$ cat config.mk
export PLATFORM = sky130hd
export DESIGN_NAME = matcher_result_collector_flat
export DESIGN_NICKNAME = d
export VERILOG_FILES = /design/src/rtl/matcher_result_collector_if.sv /design/src/rtl/matcher_result_collector.sv /design/src/flat_wrapper.sv
export SDC_FILE = /design/constraint.sdc
export NUM_CORES = 1
export LEC_CHECK = 0
export CAP_MARGIN = 5
export CORE_ASPECT_RATIO = 0.75
export CORE_MARGIN = 5
export CORE_UTILIZATION = 55
export CTS_CLUSTER_DIAMETER = 200
export DETAILED_ROUTE_END_ITERATION = 10
export PLACE_DENSITY = 0.74
export SYNTH_ARGS = -nofsm -noshare
export SYNTH_HDL_FRONTEND = slang
export SYNTH_SLANG_ARGS = --single-unit
export TNS_END_PERCENT = 5
$ cat constraint.sdc
create_clock -name fclk -period 16.2 [get_ports fclk]
set_input_delay 4.86 -clock fclk [delete_from_list [all_inputs] [get_ports fclk]]
set_output_delay 4.86 -clock fclk [all_outputs]
set_load 0.005 [all_outputs]
$ cat src/rtl/matcher_result_collector_if.sv
// Filter result bus, record stream and window status seen by the matcher result collector.
// master = filter/readout environment, slave = collector.
interface matcher_result_collector_if #(
  parameter int INPUT_STREAM_WIDTH = 512,
  parameter int DATA_WIDTH         = 24,
  parameter int COUNT_WIDTH        = 16
);
  localparam int MASK_W   = INPUT_STREAM_WIDTH / 8;
  localparam int OFFSET_W = $clog2(MASK_W);

  logic [MASK_W-1:0]      filter_result;
  logic [DATA_WIDTH-1:0]  filter_result_data;
  logic                   filter_result_valid;
  logic                   filter_result_done;
  logic                   filter_result_reset;

  logic                   rec_valid;
  logic                   rec_ready;
  logic [OFFSET_W-1:0]    rec_offset;
  logic [DATA_WIDTH-1:0]  rec_data;

  logic                   window_done;
  logic [COUNT_WIDTH-1:0] window_count;
  logic                   busy;

  modport master (
    output filter_result, filter_result_data, filter_result_valid, filter_result_done,
    output rec_ready,
    input  filter_result_reset, rec_valid, rec_offset, rec_data,
    input  window_done, window_count, busy
  );

  modport slave (
    input  filter_result, filter_result_data, filter_result_valid, filter_result_done,
    input  rec_ready,
    output filter_result_reset, rec_valid, rec_offset, rec_data,
    output window_done, window_count, busy
  );
endinterface

$ cat src/rtl/matcher_result_collector.sv
// Serialises filter hit masks into (offset, entry) records through a show-ahead FIFO
// and reports a per-window match count when the filter signals list exhaustion.
//
// state    | meaning
// IDLE     | waiting for a filter result or end of window
// SCAN     | pushing one record per set mask bit, lowest offset first
// ACK      | filter_result_reset high for this cycle
// WAIT_LOW | holding until the filter drops valid
// DRAIN    | waiting for FIFO empty, then one window_done per done level
module matcher_result_collector #(
  parameter int INPUT_STREAM_WIDTH = 512,
  parameter int DATA_WIDTH         = 24,
  parameter int FIFO_DEPTH         = 16,
  parameter int COUNT_WIDTH        = 16
) (
  input logic fclk,
  input logic areset,
  matcher_result_collector_if.slave bus
);
  localparam int MASK_W   = INPUT_STREAM_WIDTH / 8;
  localparam int OFFSET_W = $clog2(MASK_W);
  localparam int PTR_W    = $clog2(FIFO_DEPTH);
  localparam int CNT_W    = PTR_W + 1;
  localparam int REC_W    = OFFSET_W + DATA_WIDTH;

  typedef enum logic [2:0] {IDLE, SCAN, ACK, WAIT_LOW, DRAIN} state_t;

  state_t                 state;
  logic [MASK_W-1:0]      mask;
  logic [DATA_WIDTH-1:0]  data;
  logic [COUNT_WIDTH-1:0] match_cnt;
  logic                   reported;
  logic                   window_done_r;
  logic [COUNT_WIDTH-1:0] window_count_r;

  logic [REC_W-1:0]       mem [FIFO_DEPTH];
  logic [PTR_W-1:0]       wr_ptr;
  logic [PTR_W-1:0]       rd_ptr;
  logic [CNT_W-1:0]       fifo_cnt;
  logic [REC_W-1:0]       head;
  logic                   fifo_full;
  logic                   fifo_empty;
  logic                   push;
  logic                   pop;
  logic [OFFSET_W-1:0]    low_idx;

  // Descending scan so the last hit written is the lowest set bit.
  always_comb begin
    low_idx = '0;
    for (int i = MASK_W - 1; i >= 0; i--) begin
      if (mask[i]) low_idx = OFFSET_W'(i);
    end
  end

  assign fifo_full  = (fifo_cnt == CNT_W'(FIFO_DEPTH));
  assign fifo_empty = (fifo_cnt == '0);
  // Push is gated on the registered count only, so a same-cycle pop never frees a slot.
  assign push       = (state == SCAN) && (mask != '0) && !fifo_full;
  assign pop        = !fifo_empty && bus.rec_ready;
  assign head       = mem[rd_ptr];

  always_ff @(posedge fclk or posedge areset) begin
    if (areset) begin
      wr_ptr   <= '0;
      rd_ptr   <= '0;
      fifo_cnt <= '0;
    end else begin
      if (push) wr_ptr <= wr_ptr + 1'b1;
      if (pop)  rd_ptr <= rd_ptr + 1'b1;
      if (push && !pop)      fifo_cnt <= fifo_cnt + 1'b1;
      else if (pop && !push) fifo_cnt <= fifo_cnt - 1'b1;
    end
  end

  always_ff @(posedge fclk) begin
    if (push) mem[wr_ptr] <= {low_idx, data};
  end

  always_ff @(posedge fclk or posedge areset) begin
    if (areset) begin
      state          <= IDLE;
      mask           <= '0;
      data           <= '0;
      match_cnt      <= '0;
      reported       <= 1'b0;
      window_done_r  <= 1'b0;
      window_count_r <= '0;
    end else begin
      window_done_r <= 1'b0;
      case (state)
        IDLE: begin
          if (bus.filter_result_valid) begin
            mask  <= bus.filter_result;
            data  <= bus.filter_result_data;
            state <= SCAN;
          end else if (bus.filter_result_done) begin
            reported <= 1'b0;
            state    <= DRAIN;
          end
        end
        SCAN: begin
          if (mask == '0) begin
            state <= ACK;
          end else if (push) begin
            mask <= mask & (mask - 1'b1);
            if (match_cnt != '1) match_cnt <= match_cnt + 1'b1;
          end
        end
        ACK: state <= WAIT_LOW;
        WAIT_LOW: begin
          if (!bus.filter_result_valid) state <= IDLE;
        end
        DRAIN: begin
          if (fifo_empty) begin
            if (!reported) begin
              window_done_r  <= 1'b1;
              window_count_r <= match_cnt;
              match_cnt      <= '0;
              reported       <= 1'b1;
            end
            if (!bus.filter_result_done) state <= IDLE;
          end
        end
        default: state <= IDLE;
      endcase
    end
  end

  assign bus.filter_result_reset = (state == ACK);
  assign bus.busy                = (state != IDLE);
  assign bus.window_done         = window_done_r;
  assign bus.window_count        = window_count_r;
  assign bus.rec_valid           = !fifo_empty;
  // Head is masked to zero while empty so the outputs read 0 out of reset.
  assign bus.rec_offset          = fifo_empty ? '0 : head[REC_W-1:DATA_WIDTH];
  assign bus.rec_data            = fifo_empty ? '0 : head[DATA_WIDTH-1:0];
endmodule

$ cat src/flat_wrapper.sv
// flat-port wrapper written by rule: the top's interface ports become plain ports
module matcher_result_collector_flat 
#(
  parameter int INPUT_STREAM_WIDTH = 512,
  parameter int DATA_WIDTH         = 24,
  parameter int FIFO_DEPTH         = 16,
  parameter int COUNT_WIDTH        = 16
)
  (fclk, areset, bus_filter_result, bus_filter_result_data, bus_filter_result_valid, bus_filter_result_done, bus_rec_ready, bus_filter_result_reset, bus_rec_valid, bus_rec_offset, bus_rec_data, bus_window_done, bus_window_count, bus_busy);
  matcher_result_collector_if #(.INPUT_STREAM_WIDTH(INPUT_STREAM_WIDTH), .DATA_WIDTH(DATA_WIDTH), .COUNT_WIDTH(COUNT_WIDTH)) bus_i ();
  input logic fclk;
  input logic areset;
  input wire logic [$bits(bus_i.filter_result)-1:0] bus_filter_result;
  input wire logic [$bits(bus_i.filter_result_data)-1:0] bus_filter_result_data;
  input wire logic [$bits(bus_i.filter_result_valid)-1:0] bus_filter_result_valid;
  input wire logic [$bits(bus_i.filter_result_done)-1:0] bus_filter_result_done;
  input wire logic [$bits(bus_i.rec_ready)-1:0] bus_rec_ready;
  output wire logic [$bits(bus_i.filter_result_reset)-1:0] bus_filter_result_reset;
  output wire logic [$bits(bus_i.rec_valid)-1:0] bus_rec_valid;
  output wire logic [$bits(bus_i.rec_offset)-1:0] bus_rec_offset;
  output wire logic [$bits(bus_i.rec_data)-1:0] bus_rec_data;
  output wire logic [$bits(bus_i.window_done)-1:0] bus_window_done;
  output wire logic [$bits(bus_i.window_count)-1:0] bus_window_count;
  output wire logic [$bits(bus_i.busy)-1:0] bus_busy;
  assign bus_i.filter_result = bus_filter_result;
  assign bus_i.filter_result_data = bus_filter_result_data;
  assign bus_i.filter_result_valid = bus_filter_result_valid;
  assign bus_i.filter_result_done = bus_filter_result_done;
  assign bus_i.rec_ready = bus_rec_ready;
  assign bus_filter_result_reset = bus_i.filter_result_reset;
  assign bus_rec_valid = bus_i.rec_valid;
  assign bus_rec_offset = bus_i.rec_offset;
  assign bus_rec_data = bus_i.rec_data;
  assign bus_window_done = bus_i.window_done;
  assign bus_window_count = bus_i.window_count;
  assign bus_busy = bus_i.busy;
  matcher_result_collector #(.INPUT_STREAM_WIDTH(INPUT_STREAM_WIDTH), .DATA_WIDTH(DATA_WIDTH), .FIFO_DEPTH(FIFO_DEPTH), .COUNT_WIDTH(COUNT_WIDTH)) u_core (.fclk(fclk), .areset(areset), .bus(bus_i));
endmodule
==> run_results.csv <==
group,metric,value,unit
route,ant_nets,0,
worst_setup_path,start_kind,"flop",
final_layout,register_area,17900,sq um
hold_path,hold_class,"flop to flop",
route,drt-total-wl,60100,um
floorplanning,die-area,50900,sq um
status,status,"finished clean",
grt,grt_antenna_before_repair,1,
floorplanning,core,46000,sq um
grt,grt_max_degree,84,
placement,dp_hpwl,34000,um
route,drc,0,
sta,finalCritPeriodShare,55.4,%
synthesis,ys_seq_area_share,69.9,%
synthesis,synth_edf_count,480,
power,powerDensity,207,nW/um^2
clocking,cts.sinks,618,
synthesis,synth-main-ff-cell,"edfxtp_1",
grt,grt_pass1_wl,92500,um
job,cap_violations,0,
final_layout,multi_input_area,7360,sq um
clocking,cts-root-buf,"clkbuf_16",
placement,placed_cell_area,27700,sq um
synthesis,syn_area,25600,sq um
power,p_leak,0.0104,uW
synthesis,ys.warnings.count,0,
floorplanning,start_util,55.5,%
sta,max_freq,111,MHz
synthesis,synthesis.nets,1686,
synthesis,yosys.area.top_type_share,56.4,%
clocking,cts_resized,0,
synthesis,async_flop_share,22.3,%
final_layout,fin_util,64.3,%
worst_setup_path,endpoint_kind,"output port",
sta,period_needed,8.97,ns
placement,gp_congestion,0.931,
synthesis,postSynthAreaPerCell,16.2,sq um
final_layout,fillers,3223,
worst_setup_path,critical_path_required,11.34,ns
synthesis,yosys-top-cells-area,"edfxtp_1 56%, dfrtp_1 14%, mux4_2 13%",
sta,finClkSkew,0.0244,ns
route,vias,14858,
worst_setup_path,crit_type,"flop to output port",
sta,worstMarginPinSlew,1.21,ns
final_layout,fin_nets,1831,
clocking,numCtsBuffers,57,
clocking,insertion_delay,0.60,ns
synthesis,synth_top_area_cell,"edfxtp_1",
grt,track_usage,23.8,%
clocking,clk_pin_slew,0.06,ns
grt,first_global_vias,15128,
route,vias_per_cell,6.18,
route,wl_per_cell,25.0,um
placement,portBuffers,142,
power,p_total,6140,uW
grt,grt.overflow.total,0,
sta,rsz0062_at_grt,"no",
sta,hold_viol,0,
sta,setup_tns,0,ns
floorplanning,die_width,259,um
clocking,cts_tree,"done",
synthesis,synth-seq-cells,618,
clocking,h-tree-depth,2,
final_layout,syn2layout_area_growth,15.8,%
worst_setup_path,cp_max_fo,52,
route,dr.pass1.iters,5,
sta,drv_slew,0,
clocking,clockBufferDepth,3,
worst_setup_path,crit_arrival,4.11,ns
sta,relSlewSlack,19.1,%
floorplanning,pin_count,143,
clocking,post_cts_buffers,0,
sta,setup_viol,0,
synthesis,postSynthCellCount,1582,
synthesis,synth_cell_types,68,
final_layout,drive_gt1_share,17.2,%
clocking,ctsHoldBuffers,0,
power,peakVddDrop,0.139,mV
floorplanning,die_y,197,um
route,drt_iter0_drc,1935,
final_layout,design_area,29600,sq um
floorplanning,rows,68,
## kinds of logic (layout without fill, tap and decap cells)
kind of cell             Yosys count  in the layout  synth area share (%)
flip-flops                       618            618                  69.9
XOR/XNOR                          20             20                 0.685
buffers and inverters            109            301                  1.69
other                              0              1                     0
AO/OA/AOI/OAI                    174            174                  4.42
multiplexers                     156            156                  13.5
AND/OR/NAND/NOR                  494            494                  9.29
adder cells (fa/ha/maj)           11             11                 0.568
## synth_stat cells (7+ instances only)
master and number:
edfxtp_1 480, nand2_1 230, mux4_2 150, dfrtp_1 138, nor2_1 66, clkbuf_1 61
o21ai_0 49, nand3_1 39, nor4_1 37, a21oi_1 36, and2_1 32, nor3_1 24
inv_1 23, a22o_1 14, nand4_1 14, buf_1 13, and3_1 12, xnor2_1 11
ha_1 10, o31ai_1 10, xor2_1 9, o211ai_1 8, a31oi_1 7, a32oi_1 7
o21ai_1 7, o311ai_0 7
## per-layer routing
| metal | part of all wire (%) | vias up | wire (um) | track usage [%] |
|---|---|---|---|---|
| li1 | - | 6483 | - | - |
| met1 | 42 | 7596 | 25300 | 35.1 |
| met2 | 48 | 665 | 29000 | 38.1 |
| met3 | 7.5 | 114 | 4500 | 4.15 |
| met4 | 2.1 | 0 | 1290 | 5.43 |
| met5 | 0 | - | 0 | 0 |
## critical path, cell delays in order, from the launching register on
cell and delay (ns):
dfrtp_4 0.83, buf_4 0.88, mux4_2 0.64, mux4_2 0.49
and2_1 0.18, clkdlybuf4s50_1 0.44
## area by class of cell
class,instances,area share (%)
Timing Repair Buffer,169,5.49
Inverter,26,0.347
Multi-Input combinational cell,855,24.9
Sequential cell,618,60.4
Clock buffer,83,5.36
Clock inverter,23,0.879
Tap cell,630,2.66
Antenna cell,1,0.00845
## through the flow
| step | hold slack (ns) | setup slack (ns) | cells |
|---|---|---|---|
| after floorplan | 0.455 | 7.64 | 1582 |
| after global placement | 0.463 | 7.77 | 2297 |
| after detailed placement | 0.464 | 7.75 | 2297 |
| after CTS | 0.487 | 7.07 | 2403 |
| after global routing | 0.502 | 6.88 | 2405 |
| final | 0.482 | 7.23 | 2405 |
## cells in the final DEF (no fill, tap or decap), drive strengths merged, types with 9 or more instances in the layout
cell type and instances:
xor2 9, clkdlybuf4s50 142, dfrtp 138, buf 27, a22o 14, o31ai 11, or4 9, nand3 39
xnor2 11, ha 10, and3 12, mux4 150, o21ai 56, nor2 67, nand4 15, nand2 230
inv 26, and2 32, clkinv 18, nor3 25, clkbuf 83, edfxtp 480, nor4 40, a21oi 36
## final timing paths
kind	startpoint	endpoint	slack [ns]	depth (start not counted)
setup / recovery	u_core.rd_ptr[0]	bus_rec_data[20]	7.23	5
hold / removal	u_core.bus.window_count[11]	u_core.bus.window_count[11]	0.48	2
setup reg to reg	u_core.state[1]	u_core.mem[14][8]	11.80	7
hold reg to reg	u_core.bus.window_count[11]	u_core.bus.window_count[11]	0.48	2
max in group asynchronous	areset	u_core.mask[20]	9.98	3
min in group asynchronous	areset	u_core.data[4]	4.76	2
## flip-flops by register name (all words and copies together), names as in the netlist, 3 cells and up
signal and count:
u_core.match_cnt 16, u_core.mask 64, u_core.data 24, u_core.fifo_cnt 5, u_core.wr_ptr 4, u_core.rd_ptr 4
u_core.mem 480, u_core.bus.window_count 16, u_core.state 3
## power breakdown
| group | leakage (uW) | switching, uW | total (uW) | internal [uW] |
|---|---|---|---|---|
| sequential | 0.00616 | 396 | 2780 | 2390 |
| clock | 0.000909 | 563 | 1320 | 759 |
| combinational | 0.00335 | 1070 | 2030 | 964 |
Power figures use the tool's default switching activity.
